File: src/rtl/hamm_pkg.sv
// Shared constants and types for the Hamming(7,4) port merger.
// Codeword bit k holds Hamming position k+1.
package hamm_pkg;

  localparam int NPORTS = 4;
  localparam int CW_W   = 7;
  localparam int DATA_W = 4;
  localparam int PORT_W = 2;
  localparam int OUT_W  = PORT_W + DATA_W;
  localparam int CNT_W  = 8;

  // Hamming positions (1-based) of parity and data bits
  localparam int POS_P1 = 1;
  localparam int POS_P2 = 2;
  localparam int POS_D0 = 3;
  localparam int POS_P4 = 4;
  localparam int POS_D1 = 5;
  localparam int POS_D2 = 6;
  localparam int POS_D3 = 7;

  typedef logic [CW_W-1:0] cw_t;

  typedef struct packed {
    logic [DATA_W-1:0] data;
    logic              err;
    logic [2:0]        err_pos;
  } dec_res_t;

  typedef enum logic {
    ST_EMPTY = 1'b0,
    ST_FULL  = 1'b1
  } out_state_t;

endpackage

File: src/rtl/hamm_syndrome_decode.sv
// Combinational Hamming(7,4) single-error corrector: codeword in,
// corrected nibble plus error flag and corrected position out.
module hamm_syndrome_decode
  import hamm_pkg::*;
(
  input  cw_t      cw,
  output dec_res_t res
);

  logic [2:0] syn;

  always_comb begin
    syn[0] = cw[POS_P1-1] ^ cw[POS_D0-1] ^ cw[POS_D1-1] ^ cw[POS_D3-1];
    syn[1] = cw[POS_P2-1] ^ cw[POS_D0-1] ^ cw[POS_D2-1] ^ cw[POS_D3-1];
    syn[2] = cw[POS_P4-1] ^ cw[POS_D1-1] ^ cw[POS_D2-1] ^ cw[POS_D3-1];
  end

  // A data bit flips only when the syndrome points at its own position;
  // parity-bit errors leave the nibble untouched.
  always_comb begin
    res.data[0] = cw[POS_D0-1] ^ (syn == 3'(POS_D0));
    res.data[1] = cw[POS_D1-1] ^ (syn == 3'(POS_D1));
    res.data[2] = cw[POS_D2-1] ^ (syn == 3'(POS_D2));
    res.data[3] = cw[POS_D3-1] ^ (syn == 3'(POS_D3));
    res.err     = |syn;
    res.err_pos = syn;
  end

endmodule

File: src/rtl/hamming_port_merger.sv
// Four single-word port buffers, round-robin arbiter, Hamming correction on
// the granted word, and a registered one-word output stage.
module hamming_port_merger
  import hamm_pkg::*;
(
  input  logic                 clk,
  input  logic                 rst_n,
  input  logic [NPORTS-1:0]    in_valid,
  input  logic [CW_W-1:0]      in_data0,
  input  logic [CW_W-1:0]      in_data1,
  input  logic [CW_W-1:0]      in_data2,
  input  logic [CW_W-1:0]      in_data3,
  output logic [NPORTS-1:0]    in_ready,
  output logic                 out_valid,
  output logic [OUT_W-1:0]     out_data,
  output logic                 out_err,
  output logic [2:0]           out_err_pos,
  input  logic                 out_ready,
  output logic [CNT_W-1:0]     corr_cnt
);

  cw_t               cw_in    [NPORTS];
  cw_t               buf_data [NPORTS];
  logic [NPORTS-1:0] buf_full;
  logic [PORT_W-1:0] rr_ptr;
  logic [PORT_W-1:0] grant;
  logic              grant_vld;
  logic              load;
  dec_res_t          dec;
  out_state_t        state, state_nxt;

  assign cw_in[0] = in_data0;
  assign cw_in[1] = in_data1;
  assign cw_in[2] = in_data2;
  assign cw_in[3] = in_data3;

  // in_ready is a register in disguise: it is just the inverted full flags.
  assign in_ready = ~buf_full;

  // Arbiter: walk downward so the lowest offset from rr_ptr wins.
  always_comb begin
    // NOTE: every comb output gets a default first so no path infers a latch.
    grant     = '0;
    grant_vld = 1'b0;
    for (int k = NPORTS - 1; k >= 0; k--) begin
      if (buf_full[rr_ptr + PORT_W'(k)]) begin
        grant     = rr_ptr + PORT_W'(k);
        grant_vld = 1'b1;
      end
    end
  end

  assign load = grant_vld && ((state == ST_EMPTY) || out_ready);

  hamm_syndrome_decode u_dec (
    .cw  (buf_data[grant]),
    .res (dec)
  );

  // A granted buffer is always full, so it never accepts in its grant cycle.
  always_ff @(posedge clk or negedge rst_n) begin
    if (!rst_n) begin
      buf_full <= '0;
      // NOTE: buffer contents are reset too so a mid-run reset leaves no stale words visible.
      for (int i = 0; i < NPORTS; i++) buf_data[i] <= '0;
    end else begin
      for (int i = 0; i < NPORTS; i++) begin
        if (load && grant == PORT_W'(i)) begin
          buf_full[i] <= 1'b0;
        end else if (in_valid[i] && !buf_full[i]) begin
          buf_full[i] <= 1'b1;
          buf_data[i] <= cw_in[i];
        end
      end
    end
  end

  always_ff @(posedge clk or negedge rst_n) begin
    if (!rst_n) begin
      // NOTE: sequential state uses non-blocking assignments so all registers see pre-edge values.
      rr_ptr      <= '0;
      out_data    <= '0;
      out_err     <= 1'b0;
      out_err_pos <= '0;
      corr_cnt    <= '0;
    end else if (load) begin
      rr_ptr      <= grant + PORT_W'(1);
      out_data    <= {grant, dec.data};
      out_err     <= dec.err;
      out_err_pos <= dec.err_pos;
      if (dec.err && corr_cnt != '1) corr_cnt <= corr_cnt + CNT_W'(1);
    end
  end

  // Output-stage FSM: state register
  always_ff @(posedge clk or negedge rst_n) begin
    if (!rst_n) state <= ST_EMPTY;
    else        state <= state_nxt;
  end

  // Output-stage FSM: next state
  always_comb begin
    state_nxt = state;
    case (state)
      ST_EMPTY: if (grant_vld) state_nxt = ST_FULL;
      ST_FULL:  if (out_ready && !grant_vld) state_nxt = ST_EMPTY;
      default:  state_nxt = ST_EMPTY;
    endcase
  end

  // Output-stage FSM: outputs
  always_comb begin
    out_valid = (state == ST_FULL);
  end

endmodule

File: config.mk
export PLATFORM = sky130hd
export DESIGN_NAME = hamming_port_merger
export DESIGN_NICKNAME = d
export VERILOG_FILES = /design/src/rtl/hamm_pkg.sv /design/src/rtl/hamm_syndrome_decode.sv /design/src/rtl/hamming_port_merger.sv
export SDC_FILE = /design/constraint.sdc
export NUM_CORES = 1
export LEC_CHECK = 0
export CORE_ASPECT_RATIO = 1.4
export CORE_MARGIN = 2
export CORE_UTILIZATION = 35
export DETAILED_ROUTE_END_ITERATION = 8
export HOLD_SLACK_MARGIN = 0.05
export SYNTH_ARGS = -nofsm -noshare
export SYNTH_HDL_FRONTEND = slang
export SYNTH_SLANG_ARGS = --single-unit
File: constraint.sdc
create_clock -name clk -period 4 [get_ports clk]
set_input_delay 0.8 -clock clk [delete_from_list [all_inputs] [get_ports clk]]
set_output_delay 0.8 -clock clk [all_outputs]
set_load 0.01 [all_outputs]
# After elaboration in Yosys (flattened, before gate mapping)
# Index checks and enable logic that the tools add are counted.
[totals]
reg_bits = 53
mem_bits_ro = 0
ram_bits = 0
mem_count = 0
latch_bits = 0
[classes]
n_reduce_logical = 28
magnitude_cmp = 5
add_sub_neg = 5
n_mul = 0
n_eq_ne = 8
shift = 0
bitwise_logic = 20
n_div = 0
mux = 30
[ops]
columns = ["op", "n"]
rows = [
  ["$mux 1", 18],
  ["$bmux 7 s2", 1],
  ["$mux 7", 2],
  ["$xor 1x1->1", 13],
  ["$lt 2x3->1 const B", 4],
  ["$logic_and 1x1->1", 11],
  ["$reduce_and 2->1", 5],
  ["$eq 3x3->1 const B", 3],
  ["$add 8x1->8 const B", 1],
  ["$bmux 1 s2", 4],
  ["$mux 2", 4],
  ["$ne 8x8->1 const B", 1],
  ["$reduce_bool 2->1", 4],
  ["$logic_not 1->1", 5],
  ["$not 1->1", 5],
  ["$add 2x1->2 const B", 2],
  ["$add 2x2->2 const B", 2],
  ["$eq 2x2->1 const B", 2],
  ["$not 4->4", 1],
  ["$eq 3x2->1 const B", 1],
  ["$ge 3x3->1 const B", 1],
  ["$not 2->3", 1],
  ["$reduce_or 3->1", 1],
  ["$eq 2x1->1 const B", 1],
  ["3 further kinds", 3],
]

# Depth between registers and ports, before layout
[logic_depth]
word_depth = 17
mapped_depth = 12
depth_no_buf = 10

# Cells and area by module
# A second synthesis with hierarchy kept.
[hier_totals]
cells_unflattened = 196
hier_area_um2 = 2577.5
[modules_own_cells]
columns = ["mod", "cells_each", "seq_area_each_um2", "instances", "area_each_um2"]
rows = [
  ["hamming_port_merger", 177, 1326.3, 1, 2399.8],
  ["hamm_syndrome_decode", 19, 0.0, 1, 177.7],
]

# Worst setup path after synthesis
# OpenSTA, ideal clock, no wires.
[synth_timing]
kind = "register -> register"
from = "register buf_full[3]"
to = "register corr_cnt[7]"
period_less_slack_ps = 3179
path_stages_with_launch = 11
n_path_buf = 1
slack_ps = 821
required_time_ps = 3874
arrival_ps = 3053
cell_sequence = "dfrtp_1 inv_2 a21o_1 a221oi_1 buf_2 mux2i_1 xnor2_1 xor3_1 a21boi_4 or4_4 xnor2_2"
[synth_via]
elab_chain_cells = 16
word_cells_on_any_way = 33
classes_between = "19 x mux; 10 x bitwise; 4 x reduce/logical"
[synth_rtl]
columns = ["item", "line", "source"]
rows = [
  ["from (decl)", "hamming_port_merger.sv:24", "logic [NPORTS-1:0] buf_full;"],
  ["from (signal assigned)", "hamming_port_merger.sv:63", "buf_full <= '0;"],
  ["from (signal, indexed assignment)", "hamming_port_merger.sv:69", "buf_full[i] <= 1'b0;"],
  ["from (signal, indexed assignment)", "hamming_port_merger.sv:71", "buf_full[i] <= 1'b1;"],
  ["$bmux 1 s2", "hamming_port_merger.sv:46", "if (buf_full[rr_ptr + PORT_W'(k)]) begin"],
  ["$mux 1 (not written as such)", "hamming_port_merger.sv:46", ""],
  ["$mux 2 (3 in series)", "hamming_port_merger.sv:46", ""],
  ["$mux 2 (*)", "hamming_port_merger.sv:46", ""],
  ["net grant[0]", "hamming_port_merger.sv:26", "logic [PORT_W-1:0] grant;"],
  ["$not 2->3 (not written as such) (*)", "hamming_port_merger.sv:56", ".cw (buf_data[grant]),"],
  ["$bmux 7 s2 (*)", "hamming_port_merger.sv:56", ""],
  ["$mux 7 (not written as such) (*) (2 in series)", "hamming_port_merger.sv:56", ""],
  ["$xor 1x1->1 (on tied branches) (3 in series)", "hamm_syndrome_decode.sv:13, hamm_syndrome_decode.sv:14, hamm_syndrome_decode.sv:15", ""],
  ["$reduce_or 3->1 (*)", "hamm_syndrome_decode.sv:25", "res.err = |syn;"],
  ["$logic_and 1x1->1 (*)", "hamming_port_merger.sv:91", "if (dec.err && corr_cnt != '1) corr_cnt <= corr_cnt + CNT_W'(1);"],
  ["$reduce_and 2->1 (no line) (*)", "--", ""],
  ["to (signal assigned)", "hamming_port_merger.sv:91", ""],
  ["to (decl)", "hamming_port_merger.sv:19", "output logic [CNT_W-1:0] corr_cnt"],
]
# The timed path passes the listed nets; every way through them passes the cells marked *. The select of a mux whose other input is x is not followed.
# A chain may end at the register's enable or synchronous reset.

# Final worst setup path
[layout_timing]
from = "register buf_full[3]"
to = "register corr_cnt[7]"
[layout_via]
elab_chain_cells = 16
word_cells_on_any_way = 33
classes_between = "19 x mux; 10 x bitwise; 4 x reduce/logical"
[layout_rtl]
columns = ["item", "line"]
rows = [
  ["$bmux 1 s2", "hamming_port_merger.sv:46"],
  ["$mux 1 (not written as such)", "hamming_port_merger.sv:46"],
  ["$mux 2 (4 in series)", "hamming_port_merger.sv:46"],
  ["$not 2->3 (not written as such)", "hamming_port_merger.sv:56"],
  ["$bmux 7 s2", "hamming_port_merger.sv:56"],
  ["$mux 7 (not written as such) (2 in series)", "hamming_port_merger.sv:56"],
  ["$xor 1x1->1 (on tied branches) (3 in series)", "hamm_syndrome_decode.sv:13, hamm_syndrome_decode.sv:14, hamm_syndrome_decode.sv:15"],
  ["$reduce_or 3->1", "hamm_syndrome_decode.sv:25"],
  ["$logic_and 1x1->1", "hamming_port_merger.sv:91"],
  ["$reduce_and 2->1 (no line) (*)", "--"],
]
# Every way passes the cells marked *; elsewhere a longest branch is shown, timed or not. The select of a mux whose other input is x is not followed.

==> parameters.txt <==
Parameter                              Value

Run status
  Outcome    finished clean

Clocking
  Resized cells post-CTS    0
  Clk_lat worst skew    between 300 and 400 ps
  Clock tree from TritonCTS    yes
  Clock transition at the registers of the reported paths    90 ps
  Bufs on Longest Clock Path    2
  Number of setup buffers added after CTS    0
  Clk sinks    53
  Root Buffer Master    clkbuf_8
  Number of levels in the clock H-tree    2
  CTS Hold Buffers Added    0
  TritonCTS Buffers    5

Timing
  Setup Skew    8.271 ps
  Minimum clock period    around 3500 ps
  Fmax    around 290 MHz
  Total count of hold-check failures in the final report    0
  Final critical-path share of the clock period    0.8720
  Final setup viols    0
  RSZ-0062 raised after global routing    false
  Actual transition at the worst max-transition pin    796.1 ps
  Setup tns final    0 ps
  Remaining max-slew budget at the tightest pin    0.4693
  Final max-slew violation count    0

Detailed routing
  Total met3 wirelength after detailed routing    roughly 230 um
  Count of unresolved DRC violations after routing    0
  Remaining number of nets flagged by the antenna check after routing    0
  Total wirelength of the detailed-routed design    5.217 mm
  Count of TritonRoute iterations in the first routing pass    4
  Highest metal used    met4
  Wire length on met2    2.716 mm
  Number of violations reported at the end of detailed-routing iteration 0    58
  WL/cell    approximately 14 um
  Number of vias after detailed routing    1795
  Via-to-Cell Ratio    4.799
  Wire length the detailed router placed on met1    about 2.2 mm

Final layout
  Final #Nets    316
  Antenna fix cells    0
  Growth of design area from synthesis to finish    30.00%
  Fraction of final layout cells with drive strength greater than 1    0.1949
  Fill cell instance count of the final layout    698

Logic synthesis
  Per-instance average area after synthesis    12.22 sq um
  Sequential-to-total area share from yosys stat    0.5096
  Count of yosys warnings during synthesis    0
  Number of synthesized flops with an enable pin    0
  Synthesized Nets    253
  Ys flop type    dfrtp_1
  #FFs+latches synth    53
  Async set-or-reset flop fraction in the synthesized netlist    1.000
  Post-Synthesis Cell Area    around 2600 sq um
  Post-Syn Instances    213
  Yosys cell types    39

Global route
  Global-route total usage across every layer    0.1369
  Antenna violations before repair    0
  Via count of the first global-routing pass    1808
  Total grt overflow    0
  Global-route wire length before repair    8.728 mm
  Pin count of the biggest net entering global routing    33

Floorplan
  Cell Rows    37
  Width of the die    76.88 um
  Placeable core region    7268 sq um
  Boundary Pins    58
  Starting density of the core    0.3581
  Die span in y    roughly 110 um
  Total Die Area    8152 sq um

Place
  Weighted congestion at the end of routability-driven global placement    0.8028
  Half-perimeter wire length of the detailed placement result    4.068 mm
  Count of buffers inserted at the top-level ports    57

Run
  Max-capacitance violation count    0

Worst setup path
  CP Data Required Time    4200 ps
  Reg2reg start    buf_full[3]
  Arrival time at the worst endpoint    3690 ps
  Worst setup startpoint    buf_full[3]
  Category of the most critical setup path    reg2reg
  Worst-path maximum fanout    13
  Worst-case reg-to-reg path depth    10
  Kind of end point of the critical path    flop
  Startpoint Class    flop

Worst hold path
  Cells on Worst Hold Path    1
  Start point of the worst min-delay path    corr_cnt[6]
  Class of the tightest hold or removal check    reg2reg
-- worst paths after layout --
check / slack (ps) / end
hold / removal: 500 / corr_cnt[6]
max in group asynchronous: 2690 / buf_data[9]
min in group asynchronous: 530 / out_valid
setup reg to reg: 510 / corr_cnt[7]
hold reg to reg: 500 / corr_cnt[6]
setup / recovery: 510 / corr_cnt[7]
-- cell type report --
cell class	instances	area, sq um	share of cell area
Sequential cell	53	1326	0.3920
Multi-Input combinational cell	146	1215	0.3591
Timing Repair Buffer	62	603.1	0.1783
Tap cell	97	121.4	0.03587
Clock buffer	6	72.57	0.02145
Inverter	8	30.03	0.008876
Clock inverter	2	15.01	0.004438
-- state kept, by name, indices dropped and copies added (netlist names) --
name / count
out_err_pos: 3
buf_data: 28
out_valid: 1
out_err: 1
out_data: 6
buf_full: 4
rr_ptr: 2
corr_cnt: 8
-- per-layer routing --
layer,global-route usage,vias to the layer above
met3,0.03565,6
met2,0.2406,49
met5,0,-
met4,0.04286,0
li1,-,880
met1,0.1627,860
-- Yosys cell counts (2+ instances only) --
cell      count  share of area
nor3b_1       4          0.012
mux2i_1      18          0.069
nor2_1       14          0.020
or3_1         2         0.0048
nand3_1       5         0.0096
ha_1          5          0.024
xor2_1        9          0.030
nor3_1        2         0.0038
dfrtp_1      53           0.51
xnor2_1       7          0.024
mux2_2       33           0.14
clkbuf_1      3         0.0043
nor4_1        3         0.0072
a21oi_1      18          0.035
nand2_1       6         0.0087
inv_1         7          0.010
o21ai_0       2         0.0038
-- metrics by stage --
stage	instances	util	worst slack (ps)	hold WS, ps	cell area, sq um
after floorplan	213	-	820.6	480.0	2603
final	374	0.4655	512.0	496.1	3383
after global placement	366	0.4534	556.0	480.6	3296
after CTS	374	0.4655	493.8	505.3	3383
after global routing	374	0.4655	341.5	520.8	3383
after detailed placement	366	0.4534	499.2	489.9	3296
-- worst max-delay path: stages (launching register included) --
cell	delay (ps)
dfrtp_1	440
inv_2	80
and4_4	190
a211o_1	490
mux2i_1	200
mux2_4	320
xnor2_1	240
xor3_1	530
a21boi_4	200
or4_4	550
xnor2_2	140
-- cell families after synthesis --
| kind of cell | Yosys count | synth area share |
|---|---|---|
| AOI/OAI and AO/OA | 27 | 0.06299 |
| xor gates and xnor gates | 18 | 0.06923 |
| adders and majority gates | 5 | 0.02404 |
| buffers and inverters | 14 | 0.02500 |
| DFF | 53 | 0.5096 |
| muxes | 53 | 0.2221 |
| and+or+nand+nor | 43 | 0.08702 |
-- cell usage in the layout, fill, tap and decap left out, types with 2 or more instances in the layout --
cell type / n
clkbuf_8: 5
inv_1: 7
dfrtp_1: 53
mux2_2: 33
xnor2_1: 7
clkdlybuf4s50_1: 56
xor2_1: 9
nor4_1: 3
mux2i_1: 18
clkinvlp_4: 2
or3_1: 2
a21oi_1: 17
nor2_1: 14
nand3_1: 5
nor3_1: 2
ha_1: 5
nor3b_1: 4
o21ai_0: 2
buf_4: 5
nand2_1: 6
Power is left out: the tool's default activity adds up to more than one toggle a clock period on the data nets, which glitch-free logic cannot reach.
